`src/rtl/uart_pkg.sv`:
```
// Shared UART definitions: receiver FSM encoding, oversampling constants and
// the legal stop-length tick counts used by both the receiver and the transmitter.
package uart_pkg;

    typedef enum logic [1:0] {
        IDLE  = 2'd0,
        START = 2'd1,
        DATA  = 2'd2,
        STOP  = 2'd3
    } rx_state_t;

    localparam int OVERSAMPLE = 16;
    localparam int START_MID  = 7;

    // s_tick periods spent in the stop state for 1, 1.5 and 2 stop bits
    localparam int SB_TICK_1   = 16;
    localparam int SB_TICK_1P5 = 24;
    localparam int SB_TICK_2   = 32;

endpackage

```
`src/rtl/sync_2ff.sv`:
```
// Two-flop synchronizer for an asynchronous single-bit input.
// Both flops reset high so an idle-high line never looks asserted after reset.
module sync_2ff (
    input  logic clk,
    input  logic reset,
    input  logic d,
    output logic q
);

    logic meta_reg;
    logic sync_reg;

    always_ff @(posedge clk or posedge reset) begin
        if (reset) begin
            meta_reg <= 1'b1;
            sync_reg <= 1'b1;
        end else begin
            meta_reg <= d;
            sync_reg <= meta_reg;
        end
    end

    assign q = sync_reg;

endmodule

```
`src/rtl/uart_rx_sampler.sv`:
```
// 16x oversampling UART receiver: start-bit qualification at mid-bit, LSB-first
// data assembly, stop-bit check, registered word/flag with a one-cycle done strobe.
module uart_rx_sampler
    import uart_pkg::*;
#(
    parameter int DBIT    = 8,
    parameter int SB_TICK = SB_TICK_1
) (
    input  logic            clk,
    input  logic            reset,
    input  logic            rx,
    input  logic            s_tick,
    output logic [DBIT-1:0] dout,
    output logic            rx_done_tick,
    output logic            frame_err
);

    rx_state_t       state_reg, state_next;
    logic [4:0]      s_reg, s_next;
    logic [2:0]      n_reg, n_next;
    logic [DBIT-1:0] shift_reg, shift_next;
    logic [DBIT-1:0] dout_reg, dout_next;
    logic            ferr_reg, ferr_next;
    logic            done_reg, done_next;
    logic            rx_s;

    sync_2ff u_rx_sync (
        .clk   (clk),
        .reset (reset),
        .d     (rx),
        .q     (rx_s)
    );

    always_ff @(posedge clk or posedge reset) begin
        if (reset) begin
            state_reg <= IDLE;
            s_reg     <= '0;
            n_reg     <= '0;
            shift_reg <= '0;
            dout_reg  <= '0;
            ferr_reg  <= 1'b0;
            done_reg  <= 1'b0;
        end else begin
            state_reg <= state_next;
            s_reg     <= s_next;
            n_reg     <= n_next;
            shift_reg <= shift_next;
            dout_reg  <= dout_next;
            ferr_reg  <= ferr_next;
            done_reg  <= done_next;
        end
    end

    always_comb begin
        state_next = state_reg;
        s_next     = s_reg;
        n_next     = n_reg;
        shift_next = shift_reg;
        dout_next  = dout_reg;
        ferr_next  = ferr_reg;
        done_next  = 1'b0;

        case (state_reg)
            IDLE: begin
                // Start detection is not tick-qualified; a coincident tick is not counted.
                if (!rx_s) begin
                    state_next = START;
                    s_next     = '0;
                end
            end
            START: begin
                if (s_tick) begin
                    if (s_reg == 5'(START_MID)) begin
                        if (!rx_s) begin
                            state_next = DATA;
                            s_next     = '0;
                            n_next     = '0;
                        end else begin
                            state_next = IDLE;
                        end
                    end else begin
                        s_next = s_reg + 5'd1;
                    end
                end
            end
            DATA: begin
                if (s_tick) begin
                    if (s_reg == 5'(OVERSAMPLE - 1)) begin
                        s_next     = '0;
                        shift_next = {rx_s, shift_reg[DBIT-1:1]};
                        if (n_reg == 3'(DBIT - 1)) begin
                            state_next = STOP;
                        end else begin
                            n_next = n_reg + 3'd1;
                        end
                    end else begin
                        s_next = s_reg + 5'd1;
                    end
                end
            end
            STOP: begin
                if (s_tick) begin
                    if (s_reg == 5'(SB_TICK - 1)) begin
                        state_next = IDLE;
                        dout_next  = shift_reg;
                        ferr_next  = ~rx_s;
                        done_next  = 1'b1;
                    end else begin
                        s_next = s_reg + 5'd1;
                    end
                end
            end
            default: state_next = IDLE;
        endcase
    end

    assign dout         = dout_reg;
    assign frame_err    = ferr_reg;
    assign rx_done_tick = done_reg;

endmodule

```
`config.mk`:
```
export PLATFORM = sky130hd
export DESIGN_NAME = uart_rx_sampler
export DESIGN_NICKNAME = d
export VERILOG_FILES = /design/src/rtl/uart_pkg.sv /design/src/rtl/sync_2ff.sv /design/src/rtl/uart_rx_sampler.sv
export SDC_FILE = /design/constraint.sdc
export NUM_CORES = 1
export LEC_CHECK = 0
export BUFFER_PORTS_ARGS = -buffer_cell sky130_fd_sc_hd__buf_2
export CORE_UTILIZATION = 38
export DETAILED_ROUTE_END_ITERATION = 10
export GPL_TIMING_DRIVEN = 0
export PLACE_DENSITY = 0.52
export SLEW_MARGIN = 5
export SYNTH_ARGS = -nofsm -noshare
export SYNTH_HDL_FRONTEND = slang
export SYNTH_HIERARCHICAL = 1
export SYNTH_SLANG_ARGS = --single-unit
export TNS_END_PERCENT = 20
```
`constraint.sdc`:
```
create_clock -name clk -period 2.95 [get_ports clk]
set_clock_uncertainty 0.1 [all_clocks]
set_input_delay 0.1475 -clock clk [delete_from_list [all_inputs] [get_ports clk]]
set_output_delay 0.1475 -clock clk [all_outputs]
set_load 0.05 [all_outputs]
```
==> results.json, run 1 <==
{
  "cts-resized-gates": 0,
  "power.leakage_nw": 0.837,
  "synth_edf_count": 0,
  "worstSetupPathType": "reg2reg",
  "ys_ff_latch": 30,
  "syn_area_mm2": 0.00143,
  "finalMaxSlewViolations": 0,
  "r2r_start": "s_reg[0]",
  "critPathLaunchType": "flip-flop",
  "ys_warn_count": 6,
  "hold_viol": 0,
  "antenna_found_initial": 0,
  "ys_types": 37,
  "via_per_inst": 5.33,
  "drt-initial-drc-count": 22,
  "fin_setup_tns_ns": 0,
  "hp-class": "in2reg",
  "wirelength_mm": 2.70,
  "synthTopCellsByArea": "dfrtp_1, mux2_2, dfstp_2, ha_1, nand2_1",
  "reg2reg_setup_slack_ns": 0.96,
  "worstHoldStart": "s_tick",
  "required_ns": 3.01,
  "cts_buffer_depth": 2,
  "path_cells": "ha_1 -> nand4b_1 -> nor4b_2 -> o221ai_1 -> mux2_2",
  "worstMarginPinSlew_ns": 1.06,
  "reg2reg_to": "n_reg[0]",
  "syn2layout_area_growth_pct": 17.9,
  "yosys.area.top_type": "dfrtp_1",
  "routabilityCongestion": 0.835,
  "fin_crit_sh": 0.675,
  "first_global_vias": 999,
  "period_minus_slack_ns": 1.99,
  "crit_family": "simple AND/OR/NAND/NOR gates",
  "rows": 21,
  "grt.total_usage": 0.154,
  "p_per_area_mw_per_mm2": 756,
  "synth_commonest_cells": "dfrtp_1, mux2_2, nand2_1",
  "drtAntennaViolNets": 0,
  "max_freq_mhz": 502,
  "wl_per_cell_um": 14.6,
  "syn-num-nets": 125,
  "drc": 0,
  "root_buffer": "clkbuf_8",
  "reg2regPathDepth": 5,
  "synth-seq-area-share": 0.528,
  "async_reset_ff_frac": 1.00,
  "critPathMaxFanout": 7,
  "clock-sinks": 30,
  "coreArea_mm2": 0.00347,
  "relSlewSlack": 0.290,
  "start_util": 0.412,
  "cts_tree": "yes",
  "holdBufCountCts": 2,
  "worst-path-buf-inv": 0,
  "cp_slowest_cell": "dfrtp_1",
  "nets": 147,
  "drive_gt1_frac": 0.388,
  "numCtsBuffers": 5,
  "worstPathArrival_ns": 2.06,
  "netlist.area_leader.share": 0.491,
  "crit_path_max_incr_delay_ns": 0.37,
  "die_h_um": 63.3,
  "yosysMostFrequentCell": "dfrtp_1",
  "grt.overflow.total": 0,
  "post_cts_buffers": 0,
  "setup_violations": 0,
  "maxCapViolCount": 0,
  "antenna_cells": 0,
  "utilization": 0.485,
  "avgSynthCellArea_um2": 12.2,
  "path_clk_slew_ns": 0.06,
  "io-pin-count": 14,
  "h-tree-depth": 2,
  "first_pass_iters": 4,
  "synthCells": 117,
  "status": "completed",
  "endpoint_kind": "flip-flop",
  "synth_ff_type": "dfrtp_1",
  "grt_pass1_wl_mm": 4.60,
  "grt_max_degree": 29,
  "die_w_um": 63.3,
  "vias": 986,
  "hold_depth": 3,
  "clk_latency_ns": 0.28,
  "rsz0062_at_grt": "no",
  "buffer_ports.inserted": 13,
  "die_area_mm2": 0.00401,
  "dp_hpwl_mm": 1.83,
  "ir_drop_v": 0.000425
}
routing by layer:
layer / part of all wire / up-vias / global-route usage
met4: 0.017 / 0 / 0.0597
li1: - / 473 / -
met2: 0.42 / 25 / 0.230
met3: 0.048 / 4 / 0.0598
met5: 0 / - / 0
met1: 0.51 / 484 / 0.199
cell type report:
cell class | instances | area (µm²)
clock inverters | 1 | 30.0
well taps | 46 | 57.6
multi-input cells | 77 | 632
inverters | 5 | 18.8
repair buffers | 15 | 85.1
clock buffers | 6 | 82.6
plain buffers | 5 | 23.8
flip-flops and latches | 30 | 753
fillers | 330 | 1790
cell usage in the layout (no fill, tap or decap), types with 2 or more instances in the layout:
| cell | n |
|---|---|
| dfrtp_1 | 28 |
| mux2_2 | 19 |
| buf_2 | 17 |
| nand2_1 | 7 |
| clkbuf_8 | 6 |
| inv_1 | 5 |
| nor2_1 | 5 |
| o21ai_0 | 5 |
| ha_1 | 4 |
| nor2b_1 | 3 |
| nor3_1 | 3 |
| a22o_1 | 3 |
| and3_2 | 2 |
| a22o_2 | 2 |
| o211ai_1 | 2 |
| nand3_1 | 2 |
| dlygate4sd3_1 | 2 |
| dfstp_2 | 2 |
worst min-delay path: stages:
cell	delay [ns]
buf_2	0.10
and2_1	0.14
a31oi_1	0.09
through the flow:
step / setup slack [ns] / instances / area [µm²] / total power, mW / hold slack, ns
3_3_place_gp: 1.06 / 176 / 1550 / 0.850 / 0.0751
3_5_place_dp: 0.953 / 176 / 1550 / 0.856 / 0.0855
6_report: 0.957 / 185 / 1680 / 1.27 / 0.144
4_1_cts: 0.943 / 185 / 1680 / 1.28 / 0.131
5_1_grt: 0.817 / 185 / 1680 / 1.35 / 0.165
2_1_floorplan: 1.18 / 117 / 1430 / 0.778 / -0.0410
power by group:
group	internal [mW]	total, mW	switching, mW
registers	0.464	0.518	0.0540
logic	0.143	0.339	0.195
clock network	0.270	0.415	0.146
cell families after synthesis:
group	synth area share
mux	0.150
flops	0.528
fa+ha+maj	0.0351
compound gates	0.110
buf+inv	0.0298
simple gates	0.148
how the worst max path moves through the flow:
stage	from	end	slack (ns)	depth (start not counted)
floorplan	s_reg[0]	shift_reg[0]	1.18	5
detailed placement	s_reg[0]	n_reg[2]	0.95	5
global placement	s_reg[0]	dout[5]	1.06	5
finish	s_reg[0]	n_reg[0]	0.96	5
global route	s_reg[0]	n_reg[2]	0.82	5
CTS	s_reg[0]	n_reg[2]	0.94	5
Note: power is estimated with default switching activity, not from simulation.
==> inputs of run 2 (changes only) <==
- PLACE_DENSITY: 0.52 -> 0.54
- clock period: 2.95 -> 1.8 ns (I/O delays scaled with it)
==> run 2 against run 1 <==
Compared with the run above:
- setup slack lost 0.93 ns
- clock-buffer cell count is 1 higher
- routed wire length up 0.93%
- total power grew 67%
- clock power grew 56%
- sequential power up 66%
- core utilization is 1.7 points higher
- via count is 0.20% higher
- global-route usage up 1.3 points
- critical path type unchanged
- critical endpoint is now n_reg[2]
==> results.json, run 2 (same netlist as run 1, synthesis figures left out) <==
{
  "r2r_start": "s_reg[1]",
  "critPathLaunchType": "flip-flop",
  "hold_viol": 0,
  "max_freq_mhz": 564,
  "buffer_ports.inserted": 13,
  "finalMaxSlewViolations": 0,
  "die_w_um": 63.3,
  "dr_wl_met3_um": 97,
  "fin_cells": 189,
  "vias": 988,
  "numCtsBuffers": 5,
  "critPathMaxFanout": 5,
  "power.leakage_nw": 0.858,
  "nets": 150,
  "die_h_um": 63.3,
  "wl_met2_mm": 1.34,
  "hp-class": "in2reg",
  "setup_violations": 0,
  "clock-sinks": 30,
  "reg2regPathDepth": 5,
  "ir_drop_v": 0.000567,
  "wl_per_cell_um": 14.4,
  "total_power_mw": 2.13,
  "worstMarginPinSlew_ns": 1.03,
  "routabilityCongestion": 0.808,
  "die_area_mm2": 0.00401,
  "worstSetupPathType": "reg2reg",
  "via_per_inst": 5.23,
  "wl_met1_mm": 1.24,
  "rsz0062_at_grt": "yes",
  "maxCapViolCount": 0,
  "first_pass_iters": 4,
  "p_per_area_mw_per_mm2": 1220,
  "worstHoldStart": "s_tick",
  "root_buffer": "clkbuf_8",
  "fill_cells": 350,
  "hold_ws_ns": 0.0773,
  "reg2reg_setup_slack_ns": 0.03,
  "fin_crit_sh": 0.985,
  "grt.overflow.total": 0,
  "syn2layout_area_growth_pct": 22.0,
  "top_layer": "met4",
  "cts_tree": "yes",
  "multi_input_area_um2": 667,
  "start_util": 0.412,
  "rows": 21,
  "hold_depth": 3,
  "dp_cells": 176,
  "drc": 0,
  "required_ns": 1.86,
  "io-pin-count": 14,
  "drive_gt1_frac": 0.413,
  "drtAntennaViolNets": 0,
  "endpoint_kind": "flip-flop",
  "fin_setup_tns_ns": 0,
  "relSlewSlack": 0.315,
  "reg2reg_to": "n_reg[2]",
  "coreArea_mm2": 0.00347,
  "status": "completed",
  "wirelength_mm": 2.72,
  "antenna_cells": 0,
  "mostFrequentLayoutCell": "dfrtp_1",
  "fin_area_mm2": 0.00174,
  "path_clk_slew_ns": 0.06,
  "h-tree-depth": 2,
  "worstPathArrival_ns": 1.84,
  "grt_pass1_wl_mm": 5.05,
  "grt_max_degree": 29,
  "first_global_vias": 1048,
  "final_cell_mix": "dfrtp_1, mux2_2, buf_2",
  "drt-initial-drc-count": 11,
  "period_minus_slack_ns": 1.77,
  "grt.total_usage": 0.167,
  "dp_hpwl_mm": 1.88,
  "seq_area_um2": 753,
  "place_area_mm2": 0.00155,
  "cts_buffer_depth": 2,
  "clk_latency_ns": 0.27,
  "antenna_found_initial": 0
}
## run 2: metal layers
layer / vias up / GRT usage
met5: - / 0
met1: 485 / 0.212
met4: 0 / 0.0682
met3: 5 / 0.0489
met2: 19 / 0.265
li1: 479 / -
## run 2: report_power, final
group          switching, mW  leakage, nW  internal (mW)  total [mW]
logic                  0.338        0.411          0.287       0.624
registers             0.0982        0.395          0.760       0.858
clock network          0.233       0.0524          0.413       0.646
## run 2: layout make-up
type | count | share of cell area
Clock inverter | 1 | 0.0172
Timing Repair Buffer | 18 | 0.0618
Inverter | 5 | 0.0108
Sequential cell | 30 | 0.432
Buffer | 5 | 0.0180
Multi-Input combinational cell | 77 | 0.383
Clock buffer | 7 | 0.0438
Tap cell | 46 | 0.0330
## run 2: worst max path at each step
| stage | from | endpoint | slack (ns) | depth (start not counted) |
|---|---|---|---|---|
| after floorplan | s_reg[0] | shift_reg[0] | 0.03 | 5 |
| after global placement | s_reg[0] | dout[5] | -0.09 | 5 |
| after detailed placement | s_reg[0] | n_reg[0] | -0.17 | 5 |
| after CTS | n_reg[0] | n_reg[1] | 0.006 | 5 |
| after global routing | s_reg[1] | n_reg[2] | -0.06 | 5 |
| final | s_reg[1] | n_reg[2] | 0.03 | 5 |
## run 2: repair_timing
action / 4_1_cts / 5_1_grt
hold endpoints to repair: 3 / 0
gates cloned: 0 / 0
setup buffers: 1 / 2
hold buffers: 2 / 0
setup endpoints to repair: 20 / 20
gates resized for setup: 6 / 4
pin swaps: 0 / 4
## run 2: per-stage QoR
| stage | util | worst slack (ns) |
|---|---|---|
| floorplan | - | 0.0324 |
| global placement | 0.447 | -0.0871 |
| detailed placement | 0.447 | -0.170 |
| CTS | 0.495 | 0.00620 |
| global route | 0.502 | -0.0603 |
| finish | 0.502 | 0.0267 |
## run 2: worst max-delay path, cell delays in order, from the launching register on
cell and delay, ns:
dfrtp_1 0.42, ha_4 0.18, nand4b_1 0.19, nor4b_4 0.34
o221ai_2 0.16, a22o_2 0.28
